$ cat src/rtl/regfile_wr_arbiter.sv
// Register-file write-port arbiter: MEM/WB writes always win, long-latency results wait in a FIFO.
// Optional feature macro WAW_SQUASH_EN: a pipeline write kills older queued writes to the same register.
module regfile_wr_arbiter #(
    parameter int DEPTH    = 4,
    parameter int MAX_WAIT = 8,
    parameter int ADDR_W   = 5,
    parameter int DATA_W   = 32
) (
    input  logic                   clk,
    input  logic                   rst,
    input  logic                   wb_we,
    input  logic [ADDR_W-1:0]      wb_waddr,
    input  logic [DATA_W-1:0]      wb_wdata,
    input  logic                   lu_valid,
    output logic                   lu_ready,
    input  logic [ADDR_W-1:0]      lu_waddr,
    input  logic [DATA_W-1:0]      lu_wdata,
    output logic                   rf_we,
    output logic [ADDR_W-1:0]      rf_waddr,
    output logic [DATA_W-1:0]      rf_wdata,
    output logic                   stall_req,
    output logic [(2**ADDR_W)-1:0] pend_mask,
    output logic [$clog2(DEPTH):0] q_count
);
    localparam int PTR_W  = $clog2(DEPTH);
    localparam int CNT_W  = PTR_W + 1;
    localparam int WAIT_W = $clog2(MAX_WAIT + 1);

    logic [PTR_W-1:0]  rd_ptr;
    logic [PTR_W-1:0]  wr_ptr;
    logic [CNT_W-1:0]  count;
    logic [WAIT_W-1:0] wait_cnt;
    logic [WAIT_W-1:0] wait_inc;
    logic              empty;
    logic              push;
    logic              pop;
    logic              head_killed;
    logic [DEPTH-1:0]  entry_vld;
    logic [DEPTH-1:0]  entry_live;

    logic [ADDR_W-1:0] addr_q [DEPTH];
    logic [DATA_W-1:0] data_q [DEPTH];

    function automatic logic [WAIT_W-1:0] sat_inc(input logic [WAIT_W-1:0] v);
        if (v >= WAIT_W'(MAX_WAIT)) return v;
        return v + WAIT_W'(1);
    endfunction

    // A slot is occupied when its distance from the read pointer is below the fill level.
    function automatic logic slot_busy(input logic [PTR_W-1:0] slot,
                                       input logic [PTR_W-1:0] rd,
                                       input logic [CNT_W-1:0] cnt);
        logic [PTR_W-1:0] off;
        off = slot - rd;
        return {1'b0, off} < cnt;
    endfunction

    assign empty    = (count == '0);
    assign lu_ready = !rst && (count < CNT_W'(DEPTH));
    assign push     = lu_valid && lu_ready && (lu_waddr != '0);
    assign pop      = !rst && !empty && (!wb_we || head_killed);
    assign wait_inc = sat_inc(wait_cnt);
    assign q_count  = rst ? '0 : count;

    always_comb begin
        for (int i = 0; i < DEPTH; i++) begin
            entry_vld[i] = slot_busy(PTR_W'(i), rd_ptr, count);
        end
    end

`ifdef WAW_SQUASH_EN
    logic [DEPTH-1:0] killed;

    assign head_killed = killed[rd_ptr];
    assign entry_live  = entry_vld & ~killed;

    // The pipeline write is newer than anything already queued for the same register.
    always_ff @(posedge clk) begin
        if (rst) begin
            killed <= '0;
        end else begin
            for (int i = 0; i < DEPTH; i++) begin
                if (wb_we && (wb_waddr != '0) && entry_vld[i] && (addr_q[i] == wb_waddr))
                    killed[i] <= 1'b1;
            end
            if (push) killed[wr_ptr] <= 1'b0;
        end
    end
`else
    assign head_killed = 1'b0;
    assign entry_live  = entry_vld;
`endif

    always_comb begin
        pend_mask = '0;
        if (!rst) begin
            for (int i = 0; i < DEPTH; i++) begin
                if (entry_live[i]) pend_mask[addr_q[i]] = 1'b1;
            end
        end
        pend_mask[0] = 1'b0;
    end

    always_comb begin
        rf_we    = 1'b0;
        rf_waddr = '0;
        rf_wdata = '0;
        if (!rst) begin
            if (wb_we) begin
                rf_we    = 1'b1;
                rf_waddr = wb_waddr;
                rf_wdata = wb_wdata;
            end else if (pop && !head_killed) begin
                rf_we    = 1'b1;
                rf_waddr = addr_q[rd_ptr];
                rf_wdata = data_q[rd_ptr];
            end
        end
    end

    always_ff @(posedge clk) begin
        if (push) begin
            addr_q[wr_ptr] <= lu_waddr;
            data_q[wr_ptr] <= lu_wdata;
        end
    end

    always_ff @(posedge clk) begin
        if (rst) begin
            rd_ptr    <= '0;
            wr_ptr    <= '0;
            count     <= '0;
            wait_cnt  <= '0;
            stall_req <= 1'b0;
        end else begin
            if (push) wr_ptr <= wr_ptr + PTR_W'(1);
            if (pop)  rd_ptr <= rd_ptr + PTR_W'(1);
            count <= count + CNT_W'(push) - CNT_W'(pop);

            // Starvation: the head's wait age, stall held until the cycle after it pops.
            if (pop || empty) wait_cnt <= '0;
            else              wait_cnt <= wait_inc;

            if (pop)
                stall_req <= 1'b0;
            else if (!empty && (wait_inc >= WAIT_W'(MAX_WAIT)))
                stall_req <= 1'b1;
        end
    end

endmodule

$ cat config.mk
export PLATFORM = sky130hd
export DESIGN_NAME = regfile_wr_arbiter
export DESIGN_NICKNAME = d
export VERILOG_FILES = /design/src/rtl/regfile_wr_arbiter.sv
export SDC_FILE = /design/constraint.sdc
export NUM_CORES = 1
export LEC_CHECK = 0
export BUFFER_PORTS_ARGS = -buffer_cell sky130_fd_sc_hd__buf_2
export CORE_UTILIZATION = 45
export DETAILED_ROUTE_END_ITERATION = 7
export GPL_ROUTABILITY_DRIVEN = 0
export PLACE_DENSITY = 0.7
export SLEW_MARGIN = 20
export SYNTH_ARGS = -nofsm -noshare
export SYNTH_HDL_FRONTEND = slang
export SYNTH_SLANG_ARGS = --single-unit
$ cat constraint.sdc
create_clock -name clk -period 2.37 [get_ports clk]
set_clock_uncertainty 0.1 [all_clocks]
set_input_delay 0.474 -clock clk [delete_from_list [all_inputs] [get_ports clk]]
set_output_delay 0.474 -clock clk [all_outputs]
set_load 0.1 [all_outputs]
# ---- Word-level counts from Yosys, hierarchy flattened
# Memories as Yosys holds them, arrays and structs flattened. A register that Yosys moved wholly into a read port is not among the register bits.
# Cells that the tools add are included.
dict set report op_classes {
  order_cmp 15
  muxes 35
  n_bitwise 3
  reduce_logical 18
  addsub 9
}
# op n
set ops {}
lappend ops {{$mux 32} 11}
lappend ops {{$or 32x32->32} 3}
lappend ops {{$lt 5x6->1 const B} 4}
lappend ops {{$demux 1 s5} 4}
lappend ops {{$ge 5x1->1 const B} 4}
lappend ops {{$mux 5} 3}
lappend ops {{$lt 2x3->1} 4}
lappend ops {{$logic_and 1x1->1} 10}
lappend ops {{$mux 1} 10}
lappend ops {{$ge 4x4->1 const B} 2}
lappend ops {{$mux 2} 4}
lappend ops {{$mux 4} 2}
lappend ops {{$reduce_bool 5->1} 1}
lappend ops {{$add 2x1->2 const B} 2}
lappend ops {{$add 4x1->4 const B} 1}
lappend ops {{$reduce_or 2->1} 2}
lappend ops {{$sub 1x2->2 const A} 2}
lappend ops {{$sub 2x2->2 const A} 2}
lappend ops {{$add 3x1->3} 1}
lappend ops {{$logic_not 1->1} 3}
lappend ops {{$logic_not 3->1} 1}
lappend ops {{$lt 3x3->1 const B} 1}
lappend ops {{$mux 3} 1}
lappend ops {{$sub 3x1->3} 1}
lappend ops {{$logic_or 1x1->1} 1}
dict set report totals {
  n_memories 2
  ff_bits 12
  ramBits 148
  wordCells 87
}
# name depth width read_ports rd_clocked_by_memory_dff write_ports line
set mem_list {}
lappend mem_list {data_q 4 32 1 1 1 42} ;# logic [DATA_W-1:0] data_q [DEPTH];
lappend mem_list {addr_q 4 5 5 1 1 41} ;# logic [ADDR_W-1:0] addr_q [DEPTH];

# ---- Longest topological paths before layout
# Gate-level depths: netlist of the first run.
# An unclocked memory read counts as a cell.
dict set report logic_depth {
  ltp_word 16
  ltp_mapped 11
}

# ---- Least setup slack after synthesis of the first run
# No wires, ideal clock.
dict set report synth_path {
  path_type {in2reg}
  start {input port rst}
  end {memory addr_q[0][0], enable pin}
  setup_time_ns 0.398
  arrival_time_ns 3.444
  required_ns 1.872
  slack_ns -1.571
  n_path_buf 2
  cell_stages 5
  cell_sequence {buf_2 -> buf_2 -> nor2_1 -> o211a_1 -> and2_1}
}
dict set report synth_between {
  elab_chain_cells 6
}
# element line
set synth_rtl {}
lappend synth_rtl {{start: declaration} 10} ;# input logic rst,
lappend synth_rtl {{$logic_not 1->1} n/a}
lappend synth_rtl {{$logic_and 1x1->1} 59} ;# assign lu_ready = !rst && (count < CNT_W'(DEPTH));
lappend synth_rtl {{named net lu_ready} 15} ;# output logic lu_ready,
lappend synth_rtl {{$logic_and 1x1->1 (2 in a row)} 60} ;# assign push = lu_valid && lu_ready && (lu_waddr != '0);
lappend synth_rtl {{$mux 1} 122} ;# if (push) begin
lappend synth_rtl {{$mux 1 (implied by the code)} 123} ;# addr_q[wr_ptr] <= lu_waddr;
lappend synth_rtl {{end: declaration} 41}
# The timed path passes the listed nets, and every way through them passes these cells.

# ---- Final worst setup path of the first run
dict set report layout_path {
  start {register rd_ptr[1]}
  end {output port pend_mask[13]}
}
dict set report layout_between {
  elab_chain_cells 13
  elab_cells_between_ends 19
  cone_classes {4 x add/sub; 4 x order compare; 8 x mux; 3 x bitwise}
}
# element line
set layout_rtl {}
lappend layout_rtl {{start: declaration} 29} ;# logic [PTR_W-1:0] rd_ptr;
lappend layout_rtl {{start signal: assignment} 137} ;# if (pop) rd_ptr <= rd_ptr + PTR_W'(1);
lappend layout_rtl {{$sub 1x2->2} 54} ;# off = slot - rd;
lappend layout_rtl {{$lt 2x3->1} 55} ;# return {1'b0, off} < cnt;
lappend layout_rtl {{$mux 32} 98} ;# if (entry_live[i]) pend_mask[addr_q[i]] = 1'b1;
lappend layout_rtl {{$mux 32} 96} ;# if (!rst) begin
lappend layout_rtl {{$or 32x32->32 (no line)} n/a}
lappend layout_rtl {{$mux 32} 98}
lappend layout_rtl {{$mux 32} 96}
lappend layout_rtl {{$or 32x32->32 (no line)} n/a}
lappend layout_rtl {{$mux 32} 98}
lappend layout_rtl {{$mux 32} 96}
lappend layout_rtl {{$or 32x32->32 (no line)} n/a}
lappend layout_rtl {{$mux 32 *} 98}
lappend layout_rtl {{$mux 32 *} 96}
lappend layout_rtl {{end: declaration} 22} ;# output logic [(2**ADDR_W)-1:0] pend_mask,
# Every way passes the cells marked *; elsewhere a longest branch is shown, timed or not. The select of a mux whose other input is x is not followed.

==> metrics, run 1 <==
failing checks=negative setup slack; Tot Pwr=11.4 mW; clock root buffer=clkbuf_16; reg2reg setup slack=0.05 ns; vias=5,924; DR pass1 iterations=5; non-filler cells, final=989; highest clock rate=310 MHz; Core ar.=16,600 um^2; Synth warnings=0; Setup crit end kind=output port; Slew Viols, Final=0; CP required=1.80 ns; WL final=23,600 um; run status=finished with violations; Core Util, Final=0.758; global-route wire length before repair=36,100 um; area of the multi-input gates=3760 um^2; Worst R2R End=count[1]; worst hold path class=in -> reg; initial drt markers=512; fin nets=847; CTS Hold Bufs=0; antenna violations before repair=1; worst relative slew slack=0.459; Post-Syn Area=7640 um^2; slew of the pin with the lowest slew margin=0.809 ns; P_int=7.32 mW; Layout fillers=932; Synth cell types=44; PortBufs=151; Area Growth Syn to Fin=64.4%; min setup slack post-route=-0.858 ns; Setup-failing EPs final=68; H-Tree Level Count=4; DP HPWL=14,700 um; Switching Fraction=0.357; Synth top area share=0.582; CP max stage delay=0.37 ns; Die Wd=132 um; part of the cycle the worst path needs=1.36; Startpoint Class=flop; top-level I/O count=153; Avg Cell Area, Syn=15.5 um^2; clk_lat worst skew=0.42 ns; final hold slack=0.159 ns; die footprint=17,500 um^2; clock-pin slew on the worst setup and hold paths=0.07 ns; CP startpoint=rd_ptr[1]; Die Y=132 um; Gate power share=0.465; DR vias/cell=5.99; Sequential Power Share=0.298; share of cells above drive strength 1=0.618; cell row count=47; # diodes=0; Net Sw Power=4.07 mW; GRT Util Overall=0.276; Starting Density=0.461; wire per inst=23.9 um; Critical R2R Launch=count[1]; sequential fraction of the synthesis area=0.618; cell accounting for the most synthesized area=edfxtp_1; DRC violations left=0; unrepaired setup endpoints after global routing=true; most frequent cells in the layout=edfxtp_1, buf_12, buf_2; CTS Sinks=162; CP Max Fanout=6; vias in the first global route=6,289; Peak VDD IR=703 uV; global route overflow=0; CTS tree=built; max-cap violations=0; pin count of the biggest net entering global routing=27; top cells by area, synth=edfxtp_1, mux4_2, a22o_1, dfxtp_1, o221ai_1; power density cells=907 nW/um^2; WS Path Type=reg -> out; Data arrival, critical path=2.65 ns; CP max stage cell=a32oi_1; FF-to-FF path depth=10; commonest non-fill, non-tap cell in the layout=edfxtp_1; CP Capture Point=pend_mask[13]; worst-path cell chain=xnor2_2, buf_4, ha_4, nor2b_4, a21oi_4, buf_12, buf_4, a32oi_1, o221ai_4, buf_12; Antenna Violating Nets Remaining=0; syn_nets=583; leak pwr=4.50 nW; Final Hold Vio Count=0; synthesized netlist cell count=492; clk buf depth=2; post-placement cell count=916; CTS buffer count=17; clock share of power=0.237; Register Area=4740 um^2; Period minus WS final=3.23 ns; Yosys reg bits=162
## cells in the mapped netlist
cell type / n
o211a_1: 1
clkbuf_1: 10
mux4_2: 37
a31oi_1: 1
o31ai_1: 1
fa_1: 1
a211oi_2: 5
a22o_1: 37
nor3_1: 7
edfxtp_1: 148
or2_2: 2
nand2b_1: 4
nand2_2: 1
a211oi_1: 2
nand2_1: 10
buf_1: 1
ha_1: 12
a221oi_4: 1
a32oi_1: 12
mux2i_1: 1
or4_1: 1
nand3b_1: 9
xor2_1: 1
or3b_1: 2
and3_1: 2
buf_4: 2
inv_1: 15
nor2_1: 29
o211ai_1: 8
a22oi_1: 19
buf_2: 13
conb_1: 1
or3_1: 5
o221ai_1: 23
and2_1: 6
a21oi_1: 2
nor2b_1: 13
xnor2_1: 7
nand3_1: 10
nor3b_1: 6
a2111oi_4: 1
or3b_2: 6
and3b_1: 3
dfxtp_1: 14
## worst min-delay path by stage
stage	endpoint	cells past startpoint	slack (ns)	start
final	data_q[1][16]	1	0.16	lu_wdata[16]
after global routing	data_q[0][16]	1	0.15	lu_wdata[16]
after CTS	data_q[1][16]	1	0.15	lu_wdata[16]
after detailed placement	stall_req	2	0.41	stall_req
after global placement	stall_req	2	0.39	stall_req
after floorplan	wait_cnt[2]	2	0.38	wait_cnt[2]
## registers in the layout, indices dropped and copies added, names as in the netlist, named ones only
| register | flops |
|---|---|
| data_q | 128 |
| addr_q | 20 |
| wait_cnt | 4 |
| count | 3 |
| rd_ptr | 2 |
| wr_ptr | 2 |
| stall_req | 1 |
## what timing repair did
item                       in CTS  in global routing
setup endpoints to repair      68                 70
pin swaps                      27                 18
gates cloned                    7                  0
resized for setup              80                 33
buffers inserted               23                 16
## critical path, delay by kind of cell (launching register included)
family                   cells  cell delay (ns)
AO/OA/AOI/OAI                3             0.66
XOR/XNOR                     1             0.14
adder cells (fa/ha/maj)      1             0.25
buffers and inverters        4             0.65
flip-flops                   1             0.36
AND/OR/NAND/NOR              1             0.17
## power by group through the flow
stage,clock network (mW),registers [mW],logic (mW)
6_report,2.70,3.39,5.29
2_1_floorplan,0,3.40,2.69
3_3_place_gp,0,3.42,4.12
3_5_place_dp,0,3.43,4.19
4_1_cts,2.72,3.39,5.14
5_1_grt,2.84,3.41,5.49
## cells by family (layout without fill, tap and decap cells)
group,count (synthesis),count (layout),share of synthesized area
buffers and inverters,41,318,0.0232
XOR/XNOR,8,8,0.00917
AO/OA/AOI/OAI,113,113,0.131
flip-flops,162,162,0.618
adder cells (fa/ha/maj),13,13,0.0223
AND/OR/NAND/NOR,116,116,0.0856
multiplexers,38,38,0.110
other,1,1,0.000491
## through the flow
| step | area, um^2 | setup TNS (ns) | worst slack (ns) |
|---|---|---|---|
| 5_1_grt | 12600 | -34.46 | -0.927 |
| 3_3_place_gp | 10900 | -15.51 | -0.461 |
| 3_5_place_dp | 10900 | -15.29 | -0.480 |
| 2_1_floorplan | 8210 | -129.06 | -1.17 |
| 6_report | 12600 | -30.21 | -0.858 |
| 4_1_cts | 12300 | -31.34 | -0.837 |
## metal layers
layer | track usage | vias to the layer above | part of all wire
met4 | 0.0971 | 0 | 0.035
met3 | 0.0561 | 76 | 0.064
met2 | 0.510 | 338 | 0.55
met1 | 0.314 | 2931 | 0.35
li1 | - | 2579 | -
met5 | 0 | - | 0
## area by class of cell
| cell class | count | area share |
|---|---|---|
| Clock buffer | 19 | 0.0345 |
| Clock inverter | 13 | 0.0121 |
| Inverter | 15 | 0.00468 |
| Multi-Input combinational cell | 289 | 0.299 |
| Sequential cell | 162 | 0.377 |
| Tap cell | 220 | 0.0219 |
| Timing Repair Buffer | 271 | 0.250 |
No activity file was read; power rests on OpenSTA's default activity.
==> run 2, diff against run 1 <==
--- a/config.mk
+++ b/config.mk
@@ -9,7 +9,7 @@
 export CORE_UTILIZATION = 45
 export DETAILED_ROUTE_END_ITERATION = 7
 export GPL_ROUTABILITY_DRIVEN = 0
-export PLACE_DENSITY = 0.7
+export PLACE_DENSITY = 0.67
 export SLEW_MARGIN = 20
 export SYNTH_ARGS = -nofsm -noshare
 export SYNTH_HDL_FRONTEND = slang
==> constraint.sdc (replaced) <==
create_clock -name clk -period 3.8 [get_ports clk]
set_clock_uncertainty 0.1 [all_clocks]
set_input_delay 0.76 -clock clk [delete_from_list [all_inputs] [get_ports clk]]
set_output_delay 0.76 -clock clk [all_outputs]
set_load 0.1 [all_outputs]
==> metrics, run 2 (same netlist as run 1, synthesis figures left out) <==
Peak VDD IR=336 uV; setup TNS=0 ns; DRC violations left=0; final hold slack=0.398 ns; CTS buffer count=17; fin nets=748; met2 usage=0.373; wire per inst=20.4 um; post-placement cell count=858; pre-CTS WS=0.337 ns; Critical R2R Launch=count[2]; die footprint=17,500 um^2; WL final=18,200 um; clk_lat worst skew=0.41 ns; Area Growth Syn to Fin=30.0%; CP startpoint=rd_ptr[1]; min setup slack post-route=0.125 ns; CP max stage cell=a2111oi_4; Top Usage Layer GRT=met2; CP Max Fanout=5; DP HPWL=12,800 um; worst-path cell chain=xnor2_1, inv_1, ha_1, nor2b_1, a2111oi_4, nand2_1, o221ai_1, buf_4; H-Tree Level Count=4; max FFs per register=128; non-filler cells, final=892; Data arrival, critical path=2.82 ns; Setup Buffers After CTS=0; max-cap violations=0; antenna violations before repair=1; power density cells=588 nW/um^2; CP max stage delay=0.47 ns; CTS Sinks=162; Final Hold Vio Count=0; CP required=2.94 ns; GRT Util Overall=0.215; Period minus WS final=3.68 ns; global route overflow=0; global-route wire length before repair=28,900 um; worst hold path class=reg -> reg; cell row count=47; leak pwr=3.45 nW; Largest Register=data_q; top-level I/O count=153; Startpoint Class=flop; Die Y=132 um; share of cells above drive strength 1=0.427; clock-pin slew on the worst setup and hold paths=0.07 ns; clk buf depth=2; HP Start=stall_req; Antenna Violating Nets Remaining=0; met1 GRT Util=0.266; initial drt markers=505; DR vias/cell=5.91; Core ar.=16,600 um^2; Die Wd=132 um; Top Registers=data_q (128), addr_q (20), wait_cnt (4); vias in the first global route=5,367; most frequent cells in the layout=edfxtp_1, buf_2, mux4_2, a22o_1, buf_4; Setup crit end kind=output port; Starting Density=0.461; met3 Resource Use GR=0.0507; part of the cycle the worst path needs=0.967; worst relative slew slack=0.511; pin count of the biggest net entering global routing=38; slew of the pin with the lowest slew margin=0.732 ns; WS Path Type=reg -> out; PortBufs=151; Setup-failing EPs final=0; clock root buffer=clkbuf_16; vias=5,273; Slew Viols, Final=0; DR pass1 iterations=5; run status=complete, no violations; Tot Pwr=5.84 mW; CTS tree=built; highest clock rate=272 MHz; commonest non-fill, non-tap cell in the layout=edfxtp_1
run 2: cell types whose count changed in the layout (fill, tap and decap cells not counted), moves of 12 or more:
| cell | change |
|---|---|
| a22o_1 | +37 |
| a22o_4 | -35 |
| a22oi_1 | +12 |
| a22oi_2 | -12 |
| buf_12 | -60 |
| buf_2 | +26 |
| buf_4 | -45 |
| buf_6 | -13 |
| o221ai_2 | +13 |
| o221ai_4 | -20 |
run 2: worst paths after layout:
path | endpoint | slack, ns | cells after the start
worst max-delay path | pend_mask[21] | 0.12 | 8
worst min-delay path | stall_req | 0.40 | 2
worst max register to register | count[1] | 1.29 | 9
worst min register to register | stall_req | 0.40 | 2
run 2: per-layer routing:
layer | up-vias | wire length (um)
met5 | - | 0
met4 | 0 | 348
met3 | 42 | 1230
met2 | 252 | 9340
met1 | 2607 | 7280
li1 | 2372 | -
run 2: repair_timing:
action	CTS	global route
hold buffers	0	0
endpoints found under the hold margin	0	0
resized for setup	12	25
setup endpoints to repair	12	26
pin swaps	0	0
run 2: area by class of cell:
cell class	count	area, um^2
inverters	15	56.3
clock inverters	14	156
repair buffers	172	1400
fillers	1285	6650
clock buffers	18	429
diodes	2	5.00
well taps	220	275
flip-flops and latches	162	4730
multi-input cells	289	2880
run 2: metrics by stage:
step / utilization / instance area [um^2]
final: 0.599 / 9930
after global routing: 0.599 / 9930
after CTS: 0.595 / 9860
after detailed placement: 0.558 / 9250
after global placement: 0.558 / 9250
after floorplan: - / 7750
run 2: worst max-delay path: cells and delay by family (launching register included):
kind            cells  cell delay [ns]
compound gates      2             0.74
simple gates        2             0.42
buf+inv             2             0.41
flops               1             0.35
fa+ha+maj           1             0.27
xor+xnor            1             0.22
run 2: report_power, final:
part	leakage, nW	switching [mW]	internal, mW
Sequential	1.46	0.0751	2.05
Clock	0.279	0.679	0.977
Combinational	1.72	1.35	0.706
Total	3.45	2.11	3.73
